<file path="config.mk">
export PLATFORM = sky130hd
export DESIGN_NAME = iir_biquad_cascade
export DESIGN_NICKNAME = d
export VERILOG_FILES = /design/src/rtl/iir_biquad_cascade.sv
export SDC_FILE = /design/constraint.sdc
export NUM_CORES = 2
export LEC_CHECK = 0
export CAP_MARGIN = 25
export CORE_MARGIN = 2
export CORE_UTILIZATION = 50
export DETAILED_ROUTE_END_ITERATION = 10
export GPL_TIMING_DRIVEN = 0
export PLACE_DENSITY = 0.77
export SLEW_MARGIN = 25
export SYNTH_ARGS = -nofsm -noshare
export SYNTH_HDL_FRONTEND = slang
export SYNTH_SLANG_ARGS = --single-unit
</file>
<file path="constraint.sdc">
create_clock -name clk -period 33.8 [get_ports clk]
set_input_delay 8.45 -clock clk [delete_from_list [all_inputs] [get_ports clk]]
set_output_delay 8.45 -clock clk [all_outputs]
set_load 0.02 [all_outputs]
</file>
<file path="src/rtl/iir_biquad_cascade.sv">
// Multi-channel cascade of direct-form-II biquads sharing one multiplier, 5 MAC steps per section.
// Optional feature: define IIR_SAT_EN to saturate w/section outputs and raise sat_flag; otherwise results wrap.
module iir_biquad_cascade #(
    parameter int DATA_W       = 16,
    parameter int COEF_W       = 16,
    parameter int NUM_SECTIONS = 4,
    parameter int NUM_CHANNELS = 2,
    parameter int CH_W         = (NUM_CHANNELS > 1) ? $clog2(NUM_CHANNELS) : 1
) (
    input  logic                              clk,
    input  logic                              reset,
    input  logic                              in_valid,
    output logic                              in_ready,
    input  logic [DATA_W-1:0]                 in_data,
    input  logic [CH_W-1:0]                   in_chan,
    output logic                              out_valid,
    input  logic                              out_ready,
    output logic [DATA_W-1:0]                 out_data,
    output logic [CH_W-1:0]                   out_chan,
    input  logic                              cfg_we,
    input  logic [$clog2(5*NUM_SECTIONS)-1:0] cfg_addr,
    input  logic [COEF_W-1:0]                 cfg_wdata,
    input  logic                              clear_state,
    output logic                              busy,
    output logic                              sat_flag
);

    localparam int NCOEF = 5 * NUM_SECTIONS;
    localparam int AW    = $clog2(NCOEF);
    localparam int SEC_W = (NUM_SECTIONS > 1) ? $clog2(NUM_SECTIONS) : 1;
    localparam int SH    = COEF_W - 2;
    localparam int P_W   = DATA_W + COEF_W;
    localparam int ACC_W = DATA_W + COEF_W + 4;
    localparam logic [SEC_W-1:0]  LAST_SEC = SEC_W'(NUM_SECTIONS - 1);
    localparam logic [COEF_W-1:0] COEF_ONE = {2'b01, {SH{1'b0}}};

    typedef enum logic [1:0] {IDLE, MAC, OUT} state_t;

    state_t                                       state_q, state_d;
    logic [SEC_W-1:0]                             sec_q;
    logic [2:0]                                   step_q;
    logic [CH_W-1:0]                              chan_q;
    logic [DATA_W-1:0]                            x_q;
    logic [DATA_W-1:0]                            w0_q;
    logic signed [ACC_W-1:0]                      acc_q;
    logic [DATA_W-1:0]                            out_data_q;
    logic [CH_W-1:0]                              out_chan_q;
    logic [NCOEF-1:0][COEF_W-1:0]                 coef_q;
    logic [NUM_CHANNELS-1:0][NUM_SECTIONS-1:0][DATA_W-1:0] w1_q, w2_q;

    logic signed [COEF_W-1:0] cb0, cb1, cb2, ca1, ca2, mul_c;
    logic signed [DATA_W-1:0] w1_sel, w2_sel, mul_d;
    logic signed [P_W-1:0]    mc_ext, md_ext, prod;
    logic signed [ACC_W-1:0]  prod_ext, x_ext, acc_d, acc_sh;
    logic [DATA_W-1:0]        res;

    // Coefficients and state of the (channel, section) currently being computed
    always_comb begin
        cb0 = '0; cb1 = '0; cb2 = '0; ca1 = '0; ca2 = '0;
        w1_sel = '0; w2_sel = '0;
        for (int s = 0; s < NUM_SECTIONS; s++) begin
            if (sec_q == s[SEC_W-1:0]) begin
                cb0 = coef_q[s*5];
                cb1 = coef_q[s*5+1];
                cb2 = coef_q[s*5+2];
                ca1 = coef_q[s*5+3];
                ca2 = coef_q[s*5+4];
            end
        end
        for (int c = 0; c < NUM_CHANNELS; c++) begin
            for (int s = 0; s < NUM_SECTIONS; s++) begin
                if (chan_q == c[CH_W-1:0] && sec_q == s[SEC_W-1:0]) begin
                    w1_sel = w1_q[c][s];
                    w2_sel = w2_q[c][s];
                end
            end
        end
    end

    always_comb begin
        mul_c = ca1;
        mul_d = w1_sel;
        case (step_q)
            3'd1:    begin mul_c = ca2; mul_d = w2_sel; end
            3'd2:    begin mul_c = cb0; mul_d = w0_q;   end
            3'd3:    begin mul_c = cb1; mul_d = w1_sel; end
            3'd4:    begin mul_c = cb2; mul_d = w2_sel; end
            default: ;
        endcase
        mc_ext   = {{DATA_W{mul_c[COEF_W-1]}}, mul_c};
        md_ext   = {{COEF_W{mul_d[DATA_W-1]}}, mul_d};
        prod     = mc_ext * md_ext;
        prod_ext = {{(ACC_W-P_W){prod[P_W-1]}}, prod};
        x_ext    = {{(ACC_W-DATA_W-SH){x_q[DATA_W-1]}}, x_q, {SH{1'b0}}};
        case (step_q)
            3'd0:    acc_d = x_ext - prod_ext;
            3'd1:    acc_d = acc_q - prod_ext;
            3'd2:    acc_d = prod_ext;
            default: acc_d = acc_q + prod_ext;
        endcase
        acc_sh = acc_d >>> SH;
    end

`ifdef IIR_SAT_EN
    localparam logic signed [ACC_W-1:0] SAT_MAX = {{(ACC_W-DATA_W+1){1'b0}}, {(DATA_W-1){1'b1}}};
    localparam logic signed [ACC_W-1:0] SAT_MIN = {{(ACC_W-DATA_W+1){1'b1}}, {(DATA_W-1){1'b0}}};
    logic clip;
    logic sat_q;

    always_comb begin
        res  = acc_sh[DATA_W-1:0];
        clip = 1'b0;
        if (acc_sh > SAT_MAX) begin
            res  = SAT_MAX[DATA_W-1:0];
            clip = 1'b1;
        end else if (acc_sh < SAT_MIN) begin
            res  = SAT_MIN[DATA_W-1:0];
            clip = 1'b1;
        end
    end

    assign sat_flag = sat_q;
`else
    logic unused_hi;

    always_comb res = acc_sh[DATA_W-1:0];

    assign unused_hi = ^acc_sh[ACC_W-1:DATA_W];
    assign sat_flag  = 1'b0;
`endif

    always_ff @(posedge clk or posedge reset) begin
        if (reset) state_q <= IDLE;
        else       state_q <= state_d;
    end

    always_comb begin
        state_d   = state_q;
        in_ready  = 1'b0;
        out_valid = 1'b0;
        busy      = 1'b1;
        case (state_q)
            IDLE: begin
                in_ready = 1'b1;
                busy     = 1'b0;
                if (in_valid) state_d = MAC;
            end
            MAC:  if (step_q == 3'd4 && sec_q == LAST_SEC) state_d = OUT;
            OUT: begin
                out_valid = 1'b1;
                if (out_ready) state_d = IDLE;
            end
            default: state_d = IDLE;
        endcase
    end

    always_ff @(posedge clk or posedge reset) begin
        if (reset) begin
            sec_q      <= '0;
            step_q     <= '0;
            chan_q     <= '0;
            x_q        <= '0;
            w0_q       <= '0;
            acc_q      <= '0;
            out_data_q <= '0;
            out_chan_q <= '0;
            w1_q       <= '0;
            w2_q       <= '0;
            for (int i = 0; i < NCOEF; i++) coef_q[i] <= (i % 5 == 0) ? COEF_ONE : '0;
`ifdef IIR_SAT_EN
            sat_q      <= 1'b0;
`endif
        end else begin
            case (state_q)
                IDLE: begin
                    // cfg/clear land on the accepting edge, so the new sample already sees them
                    if (cfg_we) begin
                        for (int i = 0; i < NCOEF; i++)
                            if (cfg_addr == i[AW-1:0]) coef_q[i] <= cfg_wdata;
                    end
                    if (clear_state) begin
                        w1_q <= '0;
                        w2_q <= '0;
`ifdef IIR_SAT_EN
                        sat_q <= 1'b0;
`endif
                    end
                    if (in_valid) begin
                        x_q    <= in_data;
                        chan_q <= in_chan;
                        sec_q  <= '0;
                        step_q <= '0;
                    end
                end
                MAC: begin
                    acc_q <= acc_d;
                    if (step_q == 3'd1) w0_q <= res;
`ifdef IIR_SAT_EN
                    if ((step_q == 3'd1 || step_q == 3'd4) && clip) sat_q <= 1'b1;
`endif
                    if (step_q == 3'd4) begin
                        x_q    <= res;
                        step_q <= '0;
                        for (int c = 0; c < NUM_CHANNELS; c++) begin
                            for (int s = 0; s < NUM_SECTIONS; s++) begin
                                if (chan_q == c[CH_W-1:0] && sec_q == s[SEC_W-1:0]) begin
                                    w2_q[c][s] <= w1_q[c][s];
                                    w1_q[c][s] <= w0_q;
                                end
                            end
                        end
                        if (sec_q == LAST_SEC) begin
                            out_data_q <= res;
                            out_chan_q <= chan_q;
                        end else begin
                            sec_q <= sec_q + SEC_W'(1);
                        end
                    end else begin
                        step_q <= step_q + 3'd1;
                    end
                end
                default: ;
            endcase
        end
    end

    assign out_data = out_data_q;
    assign out_chan = out_chan_q;

endmodule

</file>
== Word level (Yosys, flattened, before mapping) ==
Cells that the tools add are included.

* Input bits: 44
* Bits in registers: 669
* Word-level logic and storage cells: 221

* Bitwise operators: 1
* $mul: 1
* Muxes and demuxes: 77
* Reductions and logical operators: 50
* Add/sub/neg operators: 5
* Equal/unequal tests: 42

{| class="wikitable"
|+ Operators with widths
! operator !! number
|-
| $mux 16 || 54
|-
| $pmux 128 s2 || 2
|-
| $mux 128 || 3
|-
| $pmux 36 s3 || 1
|-
| $reduce_and 3->1 || 23
|-
| $pmux 16 s2 || 2
|-
| $pmux 16 s4 || 1
|-
| $eq 5x4->1 const B || 8
|-
| $add 36x32->36 || 1
|-
| $reduce_and 4->1 || 9
|-
| $sub 36x32->36 || 1
|-
| $sub 30x32->33 || 1
|-
| $mul 16x16->32 || 1
|-
| $ne 2x2->1 const B || 14
|-
| $eq 5x3->1 const B || 4
|-
| $eq 5x5->1 const B || 4
|-
| $mux 2 || 6
|-
| $eq 5x2->1 const B || 2
|-
| $logic_and 1x1->1 || 9
|-
| $eq 2x2->1 const B || 3
|-
| $eq 3x2->1 const B || 2
|-
| $mux 3 || 2
|-
| $pmux 2 s3 || 1
|-
| $pmux 3 s2 || 1
|-
| 15 further kinds || 21
|}

== Longest topological paths before layout ==
* Word-level depth: 16
* Mapped depth: 57
* Gate-level depth less buffers: 49

== Worst setup path after synthesis ==
Ideal clock, no wire load.

* Path type: register to register
* Start: reg sec_q[1]
* End: reg acc_q[29]
* Stages on the path, launching flop included: 55
* Required time: 33659 ps
* Arrival: 11338 ps
* Path buffers: 9
* Path slack: 22321 ps
* Path through: dfrtp_1 inv_1 ha_1 buf_4 buf_4 buf_4 buf_2 nor2b_1 buf_2 buf_2 a22oi_1 a211oi_1 a221oi_1 nand2_1 o211ai_1 a31oi_1 a221oi_1 buf_2 [19 not listed] nand2_1 nor2_1 nor2_1 xnor2_1 ha_1 clkbuf_1 a21o_1 a21oi_1 o21ai_0 a21oi_1 or3b_2 a21oi_1 o31ai_1 and4_1 nor3_1 xor2_1 mux2i_1 a31oi_1

* Cells in the longest elaborated chain, start to end: 14

{| class="wikitable"
|+ RTL lines
! item !! RTL line !! source
|-
| from (decl) || 40 || <nowiki>logic [SEC_W-1:0] sec_q;</nowiki>
|-
| from (signal assigned) || 216 || <nowiki>sec_q <= sec_q + SEC_W'(1);</nowiki>
|-
| $logic_not 2->1 || 62, 72 ||
|-
| $logic_and 1x1->1 || 72 || <nowiki>if (chan_q == c[CH_W-1:0] && sec_q == s[SEC_W-1:0]) begin</nowiki>
|-
| $mux 16 (8 in a row) || 72 ||
|-
| $pmux 16 s2 || 83 || <nowiki>case (step_q)</nowiki>
|-
| $mul 16x16->32 (*) || 92 || <nowiki>prod = mc_ext * md_ext;</nowiki>
|-
| $add 36x32->36, or another cell as far along || 99 || <nowiki>default: acc_d = acc_q + prod_ext;</nowiki>
|-
| $pmux 36 s3 (*) || 95 || <nowiki>case (step_q)</nowiki>
|-
| to (signal assigned) || 164 || <nowiki>acc_q <= '0;</nowiki>
|-
| to (signal assigned) || 196 || <nowiki>acc_q <= acc_d;</nowiki>
|-
| to (decl) || 45 || <nowiki>logic signed [ACC_W-1:0] acc_q;</nowiki>
|}

Every way passes the cells marked *; elsewhere a longest branch is shown, timed or not.
A chain may end at the register's enable or synchronous reset.

== Worst setup path in the final report ==
* Start: reg step_q[0]
* End: reg w0_q[15]

* Cells in the longest elaborated chain, start to end: 6

{| class="wikitable"
|+ RTL lines
! item !! RTL line !! source
|-
| from (decl) || 41 || <nowiki>logic [2:0] step_q;</nowiki>
|-
| from (signal assigned) || 219 || <nowiki>step_q <= step_q + 3'd1;</nowiki>
|-
| $eq 3x1->1 or $eq 3x3->1 (tied branches) || 83, 95, 197 ||
|-
| $reduce_or 2->1 (no line) || - ||
|-
| $pmux 16 s2 || 83 ||
|-
| $mul 16x16->32 || 92 ||
|-
| $add 36x32->36, or another cell as far along || 99 ||
|-
| $pmux 36 s3 || 95 ||
|-
| to (signal assigned) || 197 || <nowiki>if (step_q == 3'd1) w0_q <= res;</nowiki>
|-
| to (decl) || 44 || <nowiki>logic [DATA_W-1:0] w0_q;</nowiki>
|}

Parallel ways exist; a longest one is shown, timed or not.

==> metrics.md <==
| Metric | Value |
|---|---|
| Top cells by area, synth | `dfrtp_1, fa_1, mux2_2` |
| Data arrival, critical path | `15.52 ns` |
| Hold buffers post-CTS | `0` |
| Worst Tran Pin Value | `1.16 ns` |
| Max Slew Vio Count | `0` |
| Min-Delay Path Class | `flop to flop` |
| Syn_nets | `4846` |
| Area Growth Syn to Fin | `11.0%` |
| PortBufs | `45` |
| Gate Count Post-Synth | `4422` |
| Number of remaining DRC errors | `0` |
| I/O pin cnt | `65` |
| WL/cell | `22.9 um` |
| Die height | `297 um` |
| Status | `finished, final reports clean` |
| Yosys warns | `0` |
| Period utilisation layout | `0.445` |
| Vias per std cell | `6.15` |
| Final setup margin | `18.77 ns` |
| Clock buffer depth | `3` |
| CP Class | `flop to flop` |
| Fill cells | `7398` |
| Avg Cell Area, Syn | `9.70 um2` |
| Via count | `35400` |
| Setup crit end kind | `flop` |
| Hold path cells | `1` |
| Placement row count | `107` |
| Leading cell types by count after synthesis | `dfrtp_1, nand2_1, inv_1` |
| Vias in the first global route | `35000` |
| Placed cells | `5625` |
| CP max-delay cell | `clkbuf_1` |
| Layout Cells excl Fill | `5758` |
| H-tree levels | `3` |
| Min cycle time layout | `15.03 ns` |
| Startpoint Class | `flop` |
| Final setup fails | `0` |
| Met3 WL post-DR | `12800 um` |
| Die area | `0.0881 mm2` |
| Post-DP HPWL | `98400 um` |
| Clock skew | `0.0572 ns` |
| CTS tree | `built` |
| Worst-Skew Late Latency | `0.65 ns` |
| Total CTS buffers | `74` |
| Die X | `297 um` |
| Top Layer Used | `met5` |
| Place WS | `19.16 ns` |
| Crit-path most repeated cell | `inv_1` |
| Grt total ovfl | `0` |
| Layout Nets | `4982` |
| 1st-iter DRT viols | `4015` |
| Postcts setup bufs | `0` |
| Post-Syn Area | `0.0429 mm2` |
| Area share of the largest cell type after synthesis | `0.384` |
| Library cells used by synthesis | `100` |
| Worst r2r dst | `w0_q[15]` |
| Largest net degree at the start of global routing | `102` |
| Crit-path max FO | `10` |
| Worst R2R Setup Slack | `18.77 ns` |
| Final Hold Viols | `0` |
| Worst reg2reg startpoint | `step_q[0]` |
| M1 WL | `54000 um` |
| Worst Hold Path EP | `out_chan` |
| Initial antenna violation count | `1` |
| TritonCTS Sinks | `663` |
| Register bit count reported by yosys | `663` |
| Fin util | `0.559` |
| TritonRoute pass-1 iters | `8` |
| Initial Utilization | `0.504` |
| Max-cap violations | `0` |
| Reg2Reg Depth | `49` |
| Share of cells above drive strength 1 | `0.122` |
| Slowest stage delay, CP | `0.68 ns` |
| First-pass GRT wire length | `204000 um` |
| HP Start | `out_chan` |
| Tot GR Track Use | `0.295` |
| Fmax | `0.0665 GHz` |
| Detailed Route WL | `132000 um` |
| Async set or reset register ratio after synthesis | `1.00` |
| Share of the yosys chip area belonging to registers | `0.387` |
| Ys flop type | `dfrtp_1` |
| Rel. slew slack | `0.230` |
| Worst EP required | `34.29 ns` |
| Cell taking the most area after synthesis | `dfrtp_1` |
| # resized after CTS | `0` |
| WL met2 | `59200 um` |
| Core area | `0.0851 mm2` |
| Most frequent cell after synthesis | `dfrtp_1` |
| RD Place Congestion | `0.946` |
| Post-DRT Antenna Nets | `0` |
| RSZ-0062 raised after global routing | `no` |
| EDFF count, synth | `0` |
| Clock-pin slew on the worst setup and hold paths | `0.06 ns` |
| Root Buffer | `clkbuf_16` |
==> state kept, by name, indices dropped and copies added, names as in the netlist <==
signal / cells
out_data: 16
step_q: 3
w2_q: 128
w1_q: 128
sec_q: 2
w0_q: 16
x_q: 16
acc_q: 30
out_chan: 1
chan_q: 1
coef_q: 320
state_q: 2
==> critical path, delay by kind of cell, from the launching register on <==
kind,cells,cell delay [ns]
adder cells (fa/ha/maj),9,3.54
AO/OA/AOI/OAI,11,2.38
buffers and inverters,14,4.36
XOR/XNOR,3,0.88
AND/OR/NAND/NOR,11,2.81
multiplexers,1,0.46
flip-flops,1,0.42
==> layout make-up <==
| class | count | area (um2) | area share |
|---|---|---|---|
| antenna | 3 | 7.51 | 0.000158 |
| buffer | 306 | 1260 | 0.0265 |
| clock buffer | 102 | 2120 | 0.0445 |
| clock inverter | 27 | 369 | 0.00775 |
| inverter | 352 | 1330 | 0.0279 |
| multi-input combinational | 3101 | 23800 | 0.499 |
| sequential | 663 | 16600 | 0.349 |
| tap | 1144 | 1430 | 0.0301 |
| timing repair buffer | 60 | 734 | 0.0154 |
==> metal layers <==
layer  vias to the layer above  track usage
li1                      15400            -
met4                         2        0.119
met3                       347       0.0584
met1                     17800        0.410
met2                      1829        0.456
met5                         -            0
==> per-stage QoR <==
step           cell area (um2)  setup TNS [ns]  hold WS, ns
3_5_place_dp             45100               0        0.466
2_1_floorplan            42900               0        0.442
3_3_place_gp             44800         -479.31        0.462
6_report                 47600               0        0.482
4_1_cts                  47600               0        0.479
5_1_grt                  47600               0        0.510
==> logic make-up (layout without fill, tap and decap cells) <==
| kind of cell | Yosys count | in the layout | share of synthesized area |
|---|---|---|---|
| multiplexers | 333 | 333 | 0.0874 |
| buffers and inverters | 658 | 847 | 0.0601 |
| XOR/XNOR | 107 | 107 | 0.0223 |
| other | 1 | 4 | 0.0000874 |
| AO/OA/AOI/OAI | 1064 | 1064 | 0.164 |
| flip-flops | 663 | 663 | 0.387 |
| adder cells (fa/ha/maj) | 381 | 381 | 0.155 |
| AND/OR/NAND/NOR | 1215 | 1215 | 0.125 |
==> layout by cell type, fill, tap and decap left out, types with 12 or more instances in the layout <==
cell             Yosys  final
and2_1              14     14
inv_1              349    348
a22oi_1             58     58
a22o_1             121    121
or2_2               12     12
nand2_1            589    589
and3_1              16     16
buf_4               11     15
o21a_1              14     14
buf_2               32     33
mux2i_1             12     12
ha_1               131    131
mux2_2             319    319
a21o_1              39     39
nand2b_1            54     54
o31ai_1             15     15
a221oi_1            48     45
o21ai_0            303    301
buf_1               32     31
nor2_1             313    313
clkdlybuf4s50_1      0     45
or3_1               16     16
xnor2_1             59     59
dfrtp_1            659    659
nand3_1             44     44
nand4_1             18     18
fa_1               249    249
o22ai_1             26     26
a211oi_1            64     63
a31oi_1             28     27
nor3_1              25     24
clkbuf_16            0     74
a21oi_1            208    208
clkbuf_1           227    236
nor2b_1             65     65
clkbuf_8             0     16
o211ai_1            43     43
xor2_1              46     46
==> how the worst max path moves through the flow <==
stage | end | from
after floorplan | acc_q[0] | reset
after global placement | coef_q[131] | reset
after detailed placement | acc_q[29] | step_q[0]
after CTS | w0_q[15] | step_q[0]
after global routing | w0_q[15] | step_q[0]
final | w0_q[15] | step_q[0]
Power is not shown: default switching activity piles up to over one toggle a cycle in this logic, so the estimate is an artifact.
